### src/rtl/mem_arbiter.sv
// Arbitrates a single-port memory bus between instruction fetch (IF) and load/store (D).
// One access at a time, D-first with a bounded D streak, and a per-access timeout.
module mem_arbiter #(
    parameter int unsigned TIMEOUT      = 255,
    parameter int unsigned MAX_D_STREAK = 4
) (
    input  logic        clk,
    input  logic        rst_n,
    input  logic        if_req_i,
    input  logic [31:0] if_addr_i,
    output logic [31:0] if_rdata_o,
    output logic        if_valid_o,
    output logic        if_err_o,
    input  logic        d_req_i,
    input  logic        d_we_i,
    input  logic [3:0]  d_sel_i,
    input  logic [31:0] d_addr_i,
    input  logic [31:0] d_wdata_i,
    output logic [31:0] d_rdata_o,
    output logic        d_valid_o,
    output logic        d_err_o,
    output logic        hold_o,
    output logic        bus_req_o,
    output logic        bus_we_o,
    output logic [3:0]  bus_sel_o,
    output logic [31:0] bus_addr_o,
    output logic [31:0] bus_wdata_o,
    input  logic [31:0] bus_rdata_i,
    input  logic        bus_ack_i
);

    localparam int TW = $clog2(TIMEOUT + 1);
    localparam int SW = $clog2(MAX_D_STREAK + 1);

    // Handshake: each requester holds req (level) until its 1-cycle valid pulse;
    // the bus holds bus_req_o and all bus_* fields stable until bus_ack_i or timeout.
    typedef enum logic {
        IDLE = 1'b0,
        BUSY = 1'b1
    } state_t;

    state_t         state;
    state_t         state_next;
    logic [TW-1:0]  tmo;
    logic [SW-1:0]  streak;
    logic           owner_d;
    logic           if_elig;
    logic           d_elig;
    logic           grant_if;
    logic           grant_d;
    logic           done;
    logic           timed_out;
    logic [31:0]    result;

    // A requester whose completion pulse is visible this cycle is not re-granted.
    assign if_elig = if_req_i & ~if_valid_o;
    assign d_elig  = d_req_i & ~d_valid_o;
    assign hold_o  = d_req_i & ~d_valid_o;
    assign result  = (timed_out || bus_we_o) ? 32'h0 : bus_rdata_i;

    always_ff @(posedge clk or negedge rst_n) begin
        if (!rst_n) begin
            state <= IDLE;
        end else begin
            state <= state_next;
        end
    end

    always_comb begin
        state_next = state;
        grant_if   = 1'b0;
        grant_d    = 1'b0;
        done       = 1'b0;
        timed_out  = 1'b0;
        case (state)
            IDLE: begin
                if (if_elig && (!d_elig || streak == SW'(MAX_D_STREAK))) begin
                    grant_if = 1'b1;
                end else if (d_elig) begin
                    grant_d = 1'b1;
                end
                if (grant_if || grant_d) begin
                    state_next = BUSY;
                end
            end
            BUSY: begin
                // An ack arriving on the last allowed cycle still counts as success.
                if (bus_ack_i) begin
                    done = 1'b1;
                end else if (tmo == TW'(TIMEOUT - 1)) begin
                    done      = 1'b1;
                    timed_out = 1'b1;
                end
                if (done) begin
                    state_next = IDLE;
                end
            end
            default: state_next = IDLE;
        endcase
    end

    always_ff @(posedge clk or negedge rst_n) begin
        if (!rst_n) begin
            tmo         <= '0;
            streak      <= '0;
            owner_d     <= 1'b0;
            bus_req_o   <= 1'b0;
            bus_we_o    <= 1'b0;
            bus_sel_o   <= 4'h0;
            bus_addr_o  <= 32'h0;
            bus_wdata_o <= 32'h0;
            if_rdata_o  <= 32'h0;
            if_valid_o  <= 1'b0;
            if_err_o    <= 1'b0;
            d_rdata_o   <= 32'h0;
            d_valid_o   <= 1'b0;
            d_err_o     <= 1'b0;
        end else begin
            if_valid_o <= 1'b0;
            if_err_o   <= 1'b0;
            d_valid_o  <= 1'b0;
            d_err_o    <= 1'b0;

            if (grant_if || grant_d) begin
                owner_d     <= grant_d;
                bus_req_o   <= 1'b1;
                bus_we_o    <= grant_d & d_we_i;
                bus_sel_o   <= (grant_d && d_we_i) ? d_sel_i : 4'hF;
                bus_addr_o  <= grant_d ? d_addr_i : if_addr_i;
                bus_wdata_o <= grant_d ? d_wdata_i : 32'h0;
                tmo         <= '0;
            end

            if (grant_if) begin
                streak <= '0;
            end else if (grant_d) begin
                // The streak only measures D grants that actually made IF wait.
                if (!if_req_i) begin
                    streak <= '0;
                end else if (streak != SW'(MAX_D_STREAK)) begin
                    streak <= streak + 1'b1;
                end
            end

            if (state == BUSY) begin
                if (done) begin
                    bus_req_o <= 1'b0;
                    if (owner_d) begin
                        d_valid_o <= 1'b1;
                        d_err_o   <= timed_out;
                        d_rdata_o <= result;
                    end else begin
                        if_valid_o <= 1'b1;
                        if_err_o   <= timed_out;
                        if_rdata_o <= result;
                    end
                end else begin
                    tmo <= tmo + 1'b1;
                end
            end
        end
    end

endmodule

### config.mk
export PLATFORM = sky130hd
export DESIGN_NAME = mem_arbiter
export DESIGN_NICKNAME = d
export VERILOG_FILES = /design/src/rtl/mem_arbiter.sv
export SDC_FILE = /design/constraint.sdc
export NUM_CORES = 1
export LEC_CHECK = 0
export CORE_MARGIN = 10
export CORE_UTILIZATION = 34
export CTS_BUF_LIST = sky130_fd_sc_hd__clkbuf_16
export DETAILED_ROUTE_END_ITERATION = 7
export GPL_TIMING_DRIVEN = 1
export PLACE_DENSITY = 0.75
export SLEW_MARGIN = 15
export SYNTH_ARGS = -nofsm -noshare
export SYNTH_HDL_FRONTEND = slang
export SYNTH_SLANG_ARGS = --single-unit
### constraint.sdc
create_clock -name clk -period 1.9 [get_ports clk]
set_clock_uncertainty 0.2 [all_clocks]
set_input_delay 0.38 -clock clk [delete_from_list [all_inputs] [get_ports clk]]
set_output_delay 0.38 -clock clk [all_outputs]
set_load 0.02 [all_outputs]
==> results by group <==
Synth
  • Post-Syn Nets: around 640
  • Post-synth top area cell: dfrtp_1
  • Sequential element share of the synthesized area: between 60% and 70%
  • Synthesized instance count: just under 500
  • Netlist cell types: 37
  • Area share of the largest cell type after synthesis: 63.4%
  • Yosys warnings: 0
  • Synth area leaders: dfrtp_1, a22o_1, a21oi_1, nand2_1, nor2_1
  • Post-synth design cell area: between 5000 and 6000 µm²
  • Avg Inst Size Synth: roughly 12 µm²
  • Register bit total from synthesis: roughly 150

Clock network
  • Max H-tree Level: 4
  • CTS clk-pin slew, worst paths: about 0.06 ns
  • Maximum clock path buffer count: 2
  • Clk sink count: ~150
  • Root Buffer Master: clkbuf_16
  • TritonCTS buffer count: 17
  • CTS tree: yes
  • Clk_lat worst skew: roughly 0.41 ns

STA
  • Minimum clock period: approximately 1.8 ns
  • Final count of pins violating max slew: 0
  • Worst Tran Pin Value: about 0.49 ns
  • Peak Freq: 550 MHz
  • Final Setup Violations: 0
  • Final period utilization: between 90% and 100%
  • Slew HR: 66.8%
  • Setup TNS: 0 ns
  • RSZ-0062 raised after global routing: yes
  • Hold violation count in the final report: 0
  • Final worst slack: about 0.081 ns

Setup path
  • Critical path capture point type: register
  • Crit path required time: between 2 and 2.5 ns
  • Worst reg2reg path depth: 8
  • Delay-heaviest family, CP: buffers and inverters
  • Crit path buf inv count: 4
  • Crit-path cells: inv_2, ha_4, and4b_1, nor3_2, buf_6, buf_12, buf_4, a22o_1
  • Worst path slowest cell: dfrtp_1
  • Levels on crit path: 8
  • CP Max Fanout: 12
  • CP Launch Type: register
  • Worst path max stage delay: ~0.37 ns
  • Kind of critical path: reg2reg
  • Data arrival, critical path: ~2.0 ns

Min path
  • Worst Hold Class: in2async

Run status
  • Status: complete, no violations

Die
  • Die H: between 150 and 200 µm
  • Row count: 48
  • Ports: approximately 280
  • Starting Density: roughly a third
  • Die area: about 23000 µm²
  • Die width: roughly 150 µm
  • Core Area: about 17000 µm²

GRT
  • First-pass GRT wire length: between 30000 and 40000 µm
  • Antenna violations before repair: 0
  • Tot GR Track Use: approximately 18%
  • Overflow left after global routing: 0
  • Pin count of the biggest net entering global routing: 55
  • Vias in the first global route: ~5.4k

Layout
  • # diodes: 0
  • Ratio of cells with drive above 1 in the final layout: between 10% and 20%
  • NumNets Final: approximately 940
  • Most common cell after layout, fill and taps aside: dfrtp_1
  • Area Growth Syn to Fin: 64.9%
  • Commonest non-fill, non-tap cells in the layout: dfrtp_1, dlygate4sd2_1, clkdlybuf4s50_1, a22o_1, a21oi_1
  • # fillers: ~1.5k

Placed design
  • Port bufs: 276
  • DP HPWL: 15500 µm
  • Pre-CTS setup slack: -0.309 ns
  • Placer Congestion: between 0.8 and 0.9

Power and ir drop
  • Leak: approximately 4.7 nW
  • Power Density: 1670 nW/µm²
  • Worst vdd ir: between 0.7 and 0.8 mV

Routing
  • Post-Route WL: 20900 µm
  • Total number of vias: between 5k and 6k
  • DRT Pass-1 Iters: 4
  • DR vias/cell: 5.03
  • Post-route DRC violation count: 0
  • Initial DRC Count: ~300
  • Antenna-violating nets left: 0
  • Drt wl/cell: about 20 µm

Run
  • Max-Cap Viols: 0
## report_power, final
| group | internal (mW) | total [mW] | switching [mW] |
|---|---|---|---|
| Clock | 1.94 | 3.31 | 1.37 |
| Combinational | 3.42 | 7.76 | 4.35 |
| Sequential | 4.61 | 5.38 | 0.769 |
## flip-flops by register name, indices dropped and copies added (netlist names)
name	flops
bus_addr_o	32
bus_req_o	1
bus_sel_o	4
bus_wdata_o	32
bus_we_o	1
d_err_o	1
d_rdata_o	32
d_valid_o	1
if_err_o	1
if_rdata_o	32
if_valid_o	1
owner_d	1
state	1
streak	3
tmo	8
## cell usage after synthesis (all sizes together)
cell	instances
dfrtp	151
a22o	96
a21oi	67
nand2	46
nor2	36
buf	29
clkbuf	9
inv	7
nand3	7
o21ai	7
ha	4
nor3	4
o22a	4
o31ai	4
nand2b	3
nand4	3
o211ai	3
o311ai	3
and4b	2
o41ai	2
or3	2
a21o	1
and2	1
and3	1
nor2b	1
nor3b	1
o32ai	1
## worst paths after layout
| check | endpoint | slack, ns | start |
|---|---|---|---|
| max | bus_wdata_o[5] | 0.08 | streak[0] |
| min | bus_addr_o[14] | 0.22 | rst_n |
| max reg2reg | bus_wdata_o[5] | 0.08 | streak[0] |
| min reg2reg | if_rdata_o[31] | 0.30 | if_rdata_o[31] |
| max in group asynchronous | d_err_o | 0.65 | rst_n |
| min in group clk | if_rdata_o[31] | 0.30 | if_rdata_o[31] |
## kinds of logic after synthesis
logic type               Yosys count  share of synthesized area [%]
AND/OR/NAND/NOR                  107                           8.21
AO/OA/AOI/OAI                    188                           23.1
buffers and inverters             45                           4.49
adder cells (fa/ha/maj)            4                          0.840
flip-flops                       151                           63.4
## layout make-up
type,instances,area [µm²],area share [%]
Sequential cell,151,3780,38.4
Timing Repair Buffer,325,3190,32.4
Multi-Input combinational cell,299,1980,20.1
Clock buffer,17,425,4.33
Tap cell,225,282,2.86
Clock inverter,15,153,1.55
Inverter,7,26.3,0.267
## metrics by stage
| stage | std cells | total power [mW] | hold WS, ns | util [%] | area (µm²) |
|---|---|---|---|---|---|
| 2_1_floorplan | 495 | 9.56 | -0.116 | - | 5960 |
| 3_3_place_gp | 1000 | 13.9 | 0.0846 | 53.9 | 9300 |
| 3_5_place_dp | 1000 | 14.0 | 0.0947 | 53.9 | 9300 |
| 4_1_cts | 1033 | 16.5 | 0.205 | 56.3 | 9710 |
| 5_1_grt | 1039 | 17.4 | 0.224 | 57.0 | 9830 |
| 6_report | 1039 | 16.4 | 0.219 | 57.0 | 9830 |
## timing repair
item | 4_1_cts | 5_1_grt
setup endpoints to repair | 141 | 42
hold buffers | 1 | 0
resized for setup | 143 | 22
pin swaps | 0 | 22
buffers inserted | 0 | 5
endpoints found under the hold margin | 62 | 0
gates cloned | 0 | 1
## layer usage
| layer | track usage (%) | wire length [µm] | vias to the layer above |
|---|---|---|---|
| met5 | 0 | 0 | - |
| met4 | 4.63 | 284 | 0 |
| met3 | 7.65 | 1760 | 22 |
| met2 | 28.4 | 10200 | 215 |
| met1 | 20.9 | 8630 | 2562 |
| li1 | - | - | 2427 |
Note: power is estimated with default switching activity, not from simulation.
